**config.mk**
```make
export PLATFORM = sky130hd
export DESIGN_NAME = program_loader_flat
export DESIGN_NICKNAME = d
export VERILOG_FILES = /design/src/rtl/program_loader_if.sv /design/src/rtl/program_loader.sv /design/src/flat_wrapper.sv
export SDC_FILE = /design/constraint.sdc
export NUM_CORES = 1
export LEC_CHECK = 0
export ABC_AREA = 1
export BUFFER_PORTS_ARGS = -buffer_cell sky130_fd_sc_hd__buf_2
export CORE_UTILIZATION = 55
export DETAILED_ROUTE_END_ITERATION = 6
export HOLD_SLACK_MARGIN = 0.08
export PLACE_DENSITY = 0.88
export SLEW_MARGIN = 0
export SYNTH_ARGS = -nofsm -noshare
export SYNTH_HDL_FRONTEND = slang
export SYNTH_SLANG_ARGS = --single-unit
```
**constraint.sdc**
```tcl
create_clock -name clk -period 1.85 [get_ports clk]
set_input_delay 0.37 -clock clk [delete_from_list [all_inputs] [get_ports clk]]
set_output_delay 0.37 -clock clk [all_outputs]
set_load 0.005 [all_outputs]
```
**src/rtl/program_loader_if.sv**
```systemverilog
`default_nettype none
// ============================================================================
//  Module   : program_loader_if
//  Purpose  : Bundles the loader's byte-stream handshake, instruction-memory
//             write port and CPU control/status lines.
//  Ports    : in_data/in_valid/in_ready  byte stream (valid/ready)
//             reload                     re-arm pulse
//             im_we/im_addr/im_wdata     instruction-memory write port
//             cpu_rst/done/err           CPU reset and load status
//  Modports : slave  - the loader itself
//             master - the byte source / system side
//  Revision : 1.0  initial release
// ============================================================================
interface program_loader_if;
  logic [7:0]  in_data;
  logic        in_valid;
  logic        in_ready;
  logic        reload;
  logic        im_we;
  logic [7:0]  im_addr;
  logic [15:0] im_wdata;
  logic        cpu_rst;
  logic        done;
  logic        err;

  modport slave (
    input  in_data, in_valid, reload,
    output in_ready, im_we, im_addr, im_wdata, cpu_rst, done, err
  );

  modport master (
    output in_data, in_valid, reload,
    input  in_ready, im_we, im_addr, im_wdata, cpu_rst, done, err
  );
endinterface
`default_nettype wire

```
**src/rtl/program_loader.sv**
```systemverilog
`default_nettype none
// ============================================================================
//  Module   : program_loader
//  Purpose  : Boot-time instruction-memory writer. Receives a byte stream
//             (count, word bytes low-first, XOR checksum), writes 16-bit words
//             to consecutive even addresses and holds the CPU in reset until
//             the image is loaded and the checksum verified.
//  Ports    : clk  - single clock, rising edge
//             rst  - synchronous active-high reset
//             bus  - program_loader_if.slave (stream, IM write port, status)
//  Revision : 1.0  initial release
// ============================================================================
module program_loader (
  input  wire logic       clk,
  input  wire logic       rst,
  program_loader_if.slave bus
);

  typedef enum logic [2:0] {
    S_LEN = 3'd0,
    S_LO  = 3'd1,
    S_HI  = 3'd2,
    S_CHK = 3'd3,
    S_RUN = 3'd4,
    S_ERR = 3'd5
  } state_t;

  state_t      state;
  state_t      state_nxt;
  logic [7:0]  remaining;   // words still to receive; 128 encoded as 8'd128
  logic [6:0]  index;       // word index, im_addr = {index, 0}
  logic [7:0]  chk_acc;     // running XOR of N and all word bytes
  logic [7:0]  lo_byte;
  logic        xfer;

  // in_ready is a register, so the handshake is glitch-free
  assign xfer = bus.in_valid & bus.in_ready;

  always_comb begin
    state_nxt = state;
    case (state)
      S_LEN:   if (xfer) state_nxt = S_LO;
      S_LO:    if (xfer) state_nxt = S_HI;
      S_HI:    if (xfer) state_nxt = (remaining == 8'd1) ? S_CHK : S_LO;
      S_CHK:   if (xfer) state_nxt = (bus.in_data == chk_acc) ? S_RUN : S_ERR;
      S_RUN,
      S_ERR:   if (bus.reload) state_nxt = S_LEN;
      default: state_nxt = S_LEN;
    endcase
  end

  always_ff @(posedge clk) begin
    if (rst) begin
      state        <= S_LEN;
      bus.in_ready <= 1'b1;
      bus.cpu_rst  <= 1'b1;
      bus.done     <= 1'b0;
      bus.err      <= 1'b0;
      bus.im_we    <= 1'b0;
      bus.im_addr  <= 8'h00;
      bus.im_wdata <= 16'h0000;
      remaining    <= 8'd0;
      index        <= 7'd0;
      chk_acc      <= 8'd0;
      lo_byte      <= 8'd0;
    end else begin
      state <= state_nxt;
      // Status outputs are registered decodes of the next state so they
      // change on the same edge as the state itself.
      bus.in_ready <= (state_nxt == S_LEN) || (state_nxt == S_LO) ||
                      (state_nxt == S_HI)  || (state_nxt == S_CHK);
      bus.cpu_rst  <= (state_nxt != S_RUN);
      bus.done     <= (state_nxt == S_RUN);
      bus.err      <= (state_nxt == S_ERR);
      bus.im_we    <= 1'b0;

      if (xfer) begin
        case (state)
          S_LEN: begin
            remaining <= (bus.in_data == 8'd0) ? 8'd128 : bus.in_data;
            chk_acc   <= bus.in_data;
            index     <= 7'd0;
          end
          S_LO: begin
            lo_byte <= bus.in_data;
            chk_acc <= chk_acc ^ bus.in_data;
          end
          S_HI: begin
            chk_acc      <= chk_acc ^ bus.in_data;
            bus.im_we    <= 1'b1;
            bus.im_addr  <= {index, 1'b0};
            bus.im_wdata <= {bus.in_data, lo_byte};
            // index wraps to 0 only after word 127, when no write follows
            index        <= index + 7'd1;
            remaining    <= remaining - 8'd1;
          end
          default: ;
        endcase
      end
    end
  end

endmodule
`default_nettype wire

```
**src/flat_wrapper.sv**
```systemverilog
// flat-port wrapper written by rule: the top's interface ports become plain ports
module program_loader_flat 
  (clk, rst, bus_in_data, bus_in_valid, bus_reload, bus_in_ready, bus_im_we, bus_im_addr, bus_im_wdata, bus_cpu_rst, bus_done, bus_err);
  program_loader_if bus_i ();
  input  wire logic clk;
  input  wire logic rst;
  input wire logic [$bits(bus_i.in_data)-1:0] bus_in_data;
  input wire logic [$bits(bus_i.in_valid)-1:0] bus_in_valid;
  input wire logic [$bits(bus_i.reload)-1:0] bus_reload;
  output wire logic [$bits(bus_i.in_ready)-1:0] bus_in_ready;
  output wire logic [$bits(bus_i.im_we)-1:0] bus_im_we;
  output wire logic [$bits(bus_i.im_addr)-1:0] bus_im_addr;
  output wire logic [$bits(bus_i.im_wdata)-1:0] bus_im_wdata;
  output wire logic [$bits(bus_i.cpu_rst)-1:0] bus_cpu_rst;
  output wire logic [$bits(bus_i.done)-1:0] bus_done;
  output wire logic [$bits(bus_i.err)-1:0] bus_err;
  assign bus_i.in_data = bus_in_data;
  assign bus_i.in_valid = bus_in_valid;
  assign bus_i.reload = bus_reload;
  assign bus_in_ready = bus_i.in_ready;
  assign bus_im_we = bus_i.im_we;
  assign bus_im_addr = bus_i.im_addr;
  assign bus_im_wdata = bus_i.im_wdata;
  assign bus_cpu_rst = bus_i.cpu_rst;
  assign bus_done = bus_i.done;
  assign bus_err = bus_i.err;
  program_loader u_core (.clk(clk), .rst(rst), .bus(bus_i));
endmodule
```
==> impl_metrics.env, run 1 <==
export IMPL_required_ns=2.07
export IMPL_worstPathMaxFanout=17
export IMPL_cts_setup_buffers=0
export IMPL_clk_pin_slew_ns=0.07
export IMPL_start_kind="flip-flop"
export IMPL_antenna_found_initial=0
export IMPL_hold_depth=3
export IMPL_path_class="reg -> reg"
export IMPL_coreArea_um2=4820
export IMPL_cts_tree="built"
export IMPL_nets=424
export IMPL_ys_warn_count=0
export IMPL_dr_total_vias=2544
export IMPL_end_kind="flip-flop"
export IMPL_clock_path_buffers=2
export IMPL_synth_cells=369
export IMPL_cts_sinks=62
export IMPL_post_route_period_util_pct=82.6
export IMPL_synth_seq_cells=62
export IMPL_area_growth_pct=13.2
export IMPL_worst_clock_skew_ns=0.00488
export IMPL_hold_path_class="in -> reg"
export IMPL_syn_area_um2=2820
export IMPL_p_int_uw=2040
export IMPL_met2_usage_pct=42.1
export IMPL_insertion_delay_ns=0.34
export IMPL_p_leak_uw=0.00146
export IMPL_synth_area_leaders="dfxtp_1 (44%), a21oi_1 (8.2%), nand2_1 (7.9%)"
export IMPL_p_clk_share_pct=36.2
export IMPL_crit_arrival_ns=1.75
export IMPL_synth_edff_count=0
export IMPL_h_tree_depth=3
export IMPL_met1_usage_pct=32.0
export IMPL_wl_per_cell_um=13.0
export IMPL_synth_distinct_cells=35
export IMPL_antenna_cells=0
export IMPL_drt_iter0_markers=266
export IMPL_dieArea_um2=5410
export IMPL_async_flop_share_pct=0
export IMPL_combPwrFrac_pct=13.0
export IMPL_power_uw=2840
export IMPL_rows=25
export IMPL_synth_area_leader_cell="dfxtp_1"
export IMPL_ioPinCount=41
export IMPL_grtUsageMet3_pct=5.49
export IMPL_port_buffers=39
export IMPL_vias_per_cell=5.29
export IMPL_gp_congestion=0.936
export IMPL_cts_hold_buffers=0
export IMPL_grt_busiest_layer="met2"
export IMPL_p_sw_uw=796
export IMPL_fin_tns_setup_ns=0
export IMPL_drt_total_wl_um=6250
export IMPL_peakVddDrop_uv=465
export IMPL_synth_top_area_share_pct=44.1
export IMPL_drive_above_1_share_pct=20.3
export IMPL_cts_root_buf="clkbuf_8"
export IMPL_max_cap_violations=0
export IMPL_grt_pass1_vias=2346
export IMPL_grt_pass1_wl_um=10400
export IMPL_ys_seq_area_share_pct=44.1
export IMPL_period_needed_ns=1.53
export IMPL_rsz0062_at_grt="false"
export IMPL_status="complete, no violations"
export IMPL_grt_overflow=0
export IMPL_synth_common_cells="dfxtp_1 (62), nand2_1 (59), a21oi_1 (46)"
export IMPL_pwr_share_seq_pct=50.8
export IMPL_cts_resized_gates=0
export IMPL_die_y_um=73.6
export IMPL_powerDensity_nw_per_um2=890
export IMPL_reg2reg_depth=5
export IMPL_dr_pass1_iters=5
export IMPL_dp_hpwl_um=4380
export IMPL_swShare_pct=28.0
export IMPL_synth_main_ff_cell="dfxtp_1"
export IMPL_start_util_pct=58.5
export IMPL_drc=0
export IMPL_drv_slew=0
export IMPL_hold_viol=0
export IMPL_synth_most_common_cell="dfxtp_1"
export IMPL_die_w_um=73.6
export IMPL_globalRouteTotalUtil_pct=25.7
export IMPL_avgSynthCellArea_um2=7.63
export IMPL_numCtsBuffers=9
export IMPL_synth_nets=384
export IMPL_finalSetupViolCount=0
export IMPL_route_antenna_remaining_nets=0
export IMPL_max_freq_mhz=655
export IMPL_grt_max_degree=31
## stage by stage
step                      cell area (um2)  setup WS, ns  hold WS, ns  cells  utilization [%]
after floorplan                      2820         0.596        0.430    369                -
after global placement               3020         0.277        0.438    465             62.7
after detailed placement             3020         0.232        0.444    465             62.7
after CTS                            3190         0.295        0.327    481             66.2
after global routing                 3190         0.171        0.355    481             66.2
final                                3190         0.323        0.333    481             66.2
## routing by layer
layer  wire, um  up-vias
li1           -     1278
met1       2720     1149
met2       2920      106
met3        465       11
met4        138        0
met5          0        -
## critical path, cell delays in order, from the launching register on
cell	delay [ns]
dfxtp_1	0.35
nand2_2	0.15
inv_4	0.13
nand4_2	0.32
o21ai_0	0.36
a21oi_1	0.08
## state kept, by name, indices dropped and copies added, names as in the netlist
| register | cells |
|---|---|
| u_core.bus.in_ready | 1 |
| u_core.state | 3 |
| u_core.bus.im_we | 1 |
| u_core.bus.im_addr | 7 |
| u_core.chk_acc | 8 |
| u_core.index | 7 |
| u_core.lo_byte | 8 |
| u_core.remaining | 8 |
| u_core.bus.err | 1 |
| u_core.bus.im_wdata | 16 |
| u_core.bus.cpu_rst | 1 |
| u_core.bus.done | 1 |
## layout make-up
| class | instances | area [um2] |
|---|---|---|
| inverters | 46 | 178 |
| flip-flops and latches | 62 | 1240 |
| multi-input cells | 247 | 1280 |
| fillers | 420 | 1630 |
| clock buffers | 12 | 145 |
| repair buffers | 43 | 238 |
| clock inverters | 4 | 22.5 |
| well taps | 67 | 83.8 |
## layout by cell type, fill, tap and decap left out, types with 4 or more instances in the layout
cell / instances
nor2_1: 38
nor2_2: 5
inv_2: 4
dfxtp_1: 62
a21oi_1: 46
clkbuf_8: 10
inv_1: 40
o21ai_2: 4
o21ai_0: 41
nand2_1: 59
xnor2_1: 8
nand3_1: 19
buf_2: 39
## power by group through the flow
stage,clock network (uW),registers [uW],logic [uW]
global route,1100,1450,422
global placement,0,1460,347
CTS,1040,1440,366
detailed placement,0,1470,361
finish,1030,1440,369
floorplan,0,1460,277
## worst paths after layout
path / to / from / slack, ns
setup reg to reg: u_core.lo_byte[2] / u_core.bus.in_ready / 0.32
setup / recovery: u_core.lo_byte[2] / u_core.bus.in_ready / 0.32
hold reg to reg: u_core.bus.im_wdata[4] / u_core.lo_byte[4] / 0.46
hold / removal: u_core.chk_acc[4] / bus_in_data[4] / 0.33
## cells by family after synthesis
logic type                 share of synthesized area, %
and+or+nand+nor                                    22.3
AOI/OAI and AO/OA                                  19.3
DFF                                                44.1
buffers and inverters                              10.4
xor gates and xnor gates                           2.49
adders and majority gates                          1.33
other                                             0.133
(Power assumes the default switching activity.)
==> run 2, diff against run 1 <==
- CORE_UTILIZATION: 55 -> 51
- PLACE_DENSITY: 0.88 -> 0.86
- clock period: 1.85 -> 1.3 ns (I/O delays scaled with it)
==> run 2 against run 1 <==
Effect of this change: the run now ends with setup timing left; design area rose by 11%; register-to-register slack got worse by 0.35 ns; combinational power rose by 74%; setup slack got worse by 0.35 ns; highest routed layer unchanged; core utilization rose by 1.7 points; die area rose by 7.6%; first-iteration DRC count fell by 7.5%.
==> impl_metrics.env, run 2 (synthesis gave the netlist of run 1 again) <==
export IMPL_dp_hpwl_um=4420
export IMPL_vias_per_cell=5.28
export IMPL_clk_pin_slew_ns=0.07
export IMPL_die_y_um=76.3
export IMPL_start_kind="flip-flop"
export IMPL_post_route_period_util_pct=102
export IMPL_dr_total_vias=2662
export IMPL_area_growth_pct=25.5
export IMPL_antenna_found_initial=0
export IMPL_status="finished, violations left"
export IMPL_antenna_cells=0
export IMPL_finalSetupViolCount=5
export IMPL_ioPinCount=41
export IMPL_dp_cells=477
export IMPL_drt_iter0_markers=246
export IMPL_fin_tns_setup_ns=-0.0422
export IMPL_die_w_um=76.3
export IMPL_numCtsBuffers=9
export IMPL_start_util_pct=54.1
export IMPL_h_tree_depth=3
export IMPL_instances_no_fill=504
export IMPL_dr_pass1_iters=7
export IMPL_peakVddDrop_uv=797
export IMPL_clock_path_buffers=2
export IMPL_place_ws_ns=0.00155
export IMPL_cp_slowest_cell="dfxtp_4"
export IMPL_port_buffers=39
export IMPL_grt_pass1_vias=2391
export IMPL_max_freq_mhz=751
export IMPL_dieArea_um2=5820
export IMPL_crit_buf_inv=2
export IMPL_drive_above_1_share_pct=31.3
export IMPL_seqCellArea_um2=1250
export IMPL_grt_pass1_wl_um=11000
export IMPL_crit_arrival_ns=1.62
export IMPL_top_register="u_core.bus.im_wdata"
export IMPL_grt_overflow=0
export IMPL_hold_path_class="in -> reg"
export IMPL_globalRouteTotalUtil_pct=23.6
export IMPL_met2_usage_pct=38.9
export IMPL_worst_clock_skew_ns=0.00811
export IMPL_cts_root_buf="clkbuf_8"
export IMPL_grtUsageMet3_pct=6.35
export IMPL_max_cap_violations=0
export IMPL_wl_per_cell_um=13.5
export IMPL_mostFrequentLayoutCells="dfxtp_1 (56), nand2_1 (51), a21oi_1 (39), buf_2 (39), inv_1 (38)"
export IMPL_final_common_cell="dfxtp_1"
export IMPL_slowest_delay_ns=0.36
export IMPL_violations="setup timing"
export IMPL_coreArea_um2=5200
export IMPL_period_needed_ns=1.33
export IMPL_largest_reg_flops=16
export IMPL_insertion_delay_ns=0.34
export IMPL_drt_total_wl_um=6830
export IMPL_rows=26
export IMPL_route_antenna_remaining_nets=0
export IMPL_end_kind="flip-flop"
export IMPL_grt_max_degree=33
export IMPL_hold_viol=0
export IMPL_cts_sinks=62
export IMPL_path_cells="nor2_4 > nand2_4 > nor2_8 > buf_6 > buf_16 > o21ai_2 > nor2_2"
export IMPL_path_class="reg -> reg"
export IMPL_cts_tree="built"
export IMPL_grt_busiest_layer="met2"
export IMPL_required_ns=1.58
export IMPL_setup_ws_ns=-0.0311
export IMPL_drc=0
export IMPL_rsz0062_at_grt="true"
export IMPL_multi_input_area_um2=1360
export IMPL_fillers=414
export IMPL_met1_usage_pct=29.7
export IMPL_gp_congestion=0.891
export IMPL_worstPathMaxFanout=9
export IMPL_crit_family="simple AND/OR/NAND/NOR gates"
export IMPL_drv_slew=0
export IMPL_nets=444
export IMPL_p_leak_uw=0.00159
export IMPL_powerDensity_nw_per_um2=1180
==> run 2: cell types whose count changed in the layout (fill, tap and decap cells not counted), moves of 6 or more <==
cell,previous run,this run
o21ai_1,3,21
o21ai_0,41,21
a21oi_2,0,7
buf_4,3,15
nand2_1,59,51
a21oi_1,46,39
dfxtp_1,62,56
nand2_2,2,8
==> run 2: power breakdown <==
group,switching (uW),internal (uW)
registers,63.4,1980
logic,381,261
clock network,801,692
total,1250,2940
==> run 2: final cells by class <==
type / count / area share, %
Clock buffer: 9 / 3.50
Multi-Input combinational cell: 247 / 38.5
Inverter: 46 / 5.17
Timing Repair Buffer: 63 / 13.4
Clock inverter: 7 / 1.42
Sequential cell: 62 / 35.5
Tap cell: 70 / 2.48
==> run 2: worst paths after layout <==
kind	startpoint	to	slack, ns	cells after the start
worst max-delay path	u_core.state[0]	u_core.bus.im_wdata[9]	-0.03	7
worst min-delay path	bus_in_data[4]	u_core.chk_acc[4]	0.22	3
worst max register to register	u_core.state[0]	u_core.bus.im_wdata[9]	-0.03	7
worst min register to register	u_core.lo_byte[6]	u_core.bus.im_wdata[6]	0.46	2
==> run 2: timing repair <==
action                     CTS  global route
resized for setup            3            56
pin swaps                    0            12
hold buffers                 0             0
buffers inserted             1             7
setup endpoints to repair    5            40
cloned                       1             2
==> run 2: stage by stage <==
stage	utilization, %	hold WS (ns)	cell area (um2)	total power, uW
after floorplan	-	0.395	2820	2470
after global placement	59.9	0.438	3120	2620
after detailed placement	59.9	0.444	3120	2640
after CTS	63.9	0.212	3330	4130
after global routing	67.9	0.239	3530	4380
final	67.9	0.219	3530	4180
==> run 2: worst register-to-register path, stage by stage (launching register included) <==
cell	delay, ns
dfxtp_4	0.36
nor2_4	0.17
nand2_4	0.11
nor2_8	0.19
buf_6	0.16
buf_16	0.14
o21ai_2	0.06
nor2_2	0.09
==> run 2: metal layers <==
metal,share of wire (%),vias to the layer above,wire length (um)
met2,50,99,3390
met1,44,1234,2980
met4,0.78,0,53
li1,-,1322,-
met5,0,-,0
met3,6.0,7,411
==> run 3, diff against run 2 <==
- CELL_PAD_IN_SITES_DETAIL_PLACEMENT: unset -> 1
- CELL_PAD_IN_SITES_GLOBAL_PLACEMENT: unset -> 1
- CORE_UTILIZATION: 51 -> 37
==> run 3 against run 2 <==
Effect of this change: the flow still finishes with violations (setup timing); via count up 4.2%; sequential power about the same; flip-flop and latch count did not move; design area is 6.1% higher; core utilization shrank 17 points; combinational power rose by 12%; hold slack better by 0.014 ns; die area increased by 37%; power grew 7.0%; clock-buffer cell count up 1.
==> impl_metrics.env, run 3 (synthesis gave the netlist of run 1 again) <==
export IMPL_h_tree_depth=3
export IMPL_crit_arrival_ns=1.64
export IMPL_violations="setup timing"
export IMPL_mostFrequentLayoutCells="dfxtp_1 (58), nand2_1 (48), buf_2 (39)"
export IMPL_drc=0
export IMPL_period_needed_ns=1.37
export IMPL_hold_depth=3
export IMPL_rsz0062_at_grt="true"
export IMPL_grt_busiest_layer="met2"
export IMPL_antenna_found_initial=0
export IMPL_dp_hpwl_um=5390
export IMPL_grt_pass1_vias=2715
export IMPL_cts_hold_buffers=0
export IMPL_grt_max_degree=43
export IMPL_cts_sinks=62
export IMPL_drt_iter0_markers=142
export IMPL_port_buffers=39
export IMPL_final_common_cell="dfxtp_1"
export IMPL_numCtsBuffers=9
export IMPL_die_y_um=89.2
export IMPL_coreArea_um2=7290
export IMPL_clock_path_buffers=2
export IMPL_required_ns=1.57
export IMPL_post_route_period_util_pct=105
export IMPL_wl_per_cell_um=16.8
export IMPL_dieArea_um2=7960
export IMPL_max_cap_violations=0
export IMPL_met2_usage_pct=37.6
export IMPL_gp_congestion=0.891
export IMPL_worst_clock_skew_ns=0.0103
export IMPL_vias_per_cell=5.17
export IMPL_whs_ns=0.232
export IMPL_nets=448
export IMPL_clk_pin_slew_ns=0.08
export IMPL_globalRouteTotalUtil_pct=20.8
export IMPL_die_w_um=89.2
export IMPL_finalSetupViolCount=12
export IMPL_insertion_delay_ns=0.35
export IMPL_cts_root_buf="clkbuf_8"
export IMPL_antenna_cells=0
export IMPL_r2r_end="u_core.bus.im_wdata[7]"
export IMPL_area_growth_pct=33.1
export IMPL_worstPathMaxFanout=8
export IMPL_hold_viol=0
export IMPL_grt_overflow=0
export IMPL_cp_startpoint="u_core.state[0]"
export IMPL_largest_reg_flops=16
export IMPL_ioPinCount=41
export IMPL_setup_ws_ns=-0.0682
export IMPL_powerDensity_nw_per_um2=1190
export IMPL_rows=31
export IMPL_drive_above_1_share_pct=36.1
export IMPL_hold_path_class="in -> reg"
export IMPL_end_kind="flip-flop"
export IMPL_grt_pass1_wl_um=12500
export IMPL_place_ws_ns=-0.0289
export IMPL_peakVddDrop_uv=570
export IMPL_dr_total_vias=2774
export IMPL_max_freq_mhz=731
export IMPL_drt_total_wl_um=9050
export IMPL_met1_usage_pct=24.8
export IMPL_reg2reg_depth=7
export IMPL_top_register="u_core.bus.im_wdata"
export IMPL_cts_tree="built"
export IMPL_dr_pass1_iters=4
export IMPL_grtUsageMet3_pct=4.99
export IMPL_status="finished, violations left"
export IMPL_drv_slew=0
export IMPL_route_antenna_remaining_nets=0
export IMPL_r2r_slack_ns=-0.07
export IMPL_start_kind="flip-flop"
export IMPL_critPathCapture="u_core.bus.im_wdata[7]"
export IMPL_reg2reg_from="u_core.state[0]"
export IMPL_p_leak_uw=0.00165
export IMPL_path_class="reg -> reg"
export IMPL_start_util_pct=38.6
==> run 3: how the worst min path moves through the flow <==
stage,start,end,slack [ns]
after floorplan,bus_in_data[1],u_core.remaining[1],0.39
after global placement,u_core.lo_byte[5],u_core.lo_byte[5],0.44
after detailed placement,u_core.lo_byte[5],u_core.bus.im_wdata[5],0.45
after CTS,bus_in_data[4],u_core.chk_acc[4],0.23
after global routing,bus_in_data[4],u_core.chk_acc[4],0.23
final,bus_in_data[4],u_core.chk_acc[4],0.23
==> run 3: what timing repair did <==
item / 4_1_cts / 5_1_grt
setup endpoints to repair: 5 / 47
gates resized for setup: 3 / 93
gates cloned: 0 / 2
pin swaps: 1 / 19
hold endpoints to repair: 0 / 0
buffers inserted: 0 / 8
==> run 3: final cells by class <==
cell class                      instances  area [um2]
Inverter                               46         188
Multi-Input combinational cell        247        1480
Tap cell                               99         124
Clock inverter                          6        62.6
Timing Repair Buffer                   67         520
Sequential cell                        62        1250
Clock buffer                           10         128
Fill cell                             918        3540
==> run 3: per-layer routing <==
metal | share of wire, % | wire, um | vias to the layer above
li1 | - | - | 1326
met1 | 41 | 3680 | 1359
met2 | 54 | 4880 | 71
met3 | 3.6 | 323 | 18
met4 | 1.8 | 163 | 0
met5 | 0 | 0 | -
==> run 3: power breakdown <==
group	internal (uW)	switching, uW
Clock	883	818
Sequential	1980	74.8
Combinational	276	442
==> run 3: critical path, stage by stage (launching register included) <==
cell and delay (ns):
dfxtp_4 0.36, nor2_4 0.16, nand2_4 0.10, nor2_8 0.14
buf_12 0.17, clkbuf_16 0.17, o21ai_2 0.05, a21oi_1 0.14
==> run 3: stage by stage <==
stage | setup TNS (ns) | area, um2 | power [uW] | utilization (%) | cells
floorplan | 0 | 2820 | 2470 | - | 369
global placement | 0 | 3200 | 2640 | 43.9 | 512
detailed placement | -0.0472 | 3200 | 2670 | 43.9 | 512
CTS | -0.0135 | 3390 | 4340 | 46.5 | 528
global route | -1.96 | 3750 | 4630 | 51.4 | 537
finish | -0.350 | 3750 | 4480 | 51.4 | 537
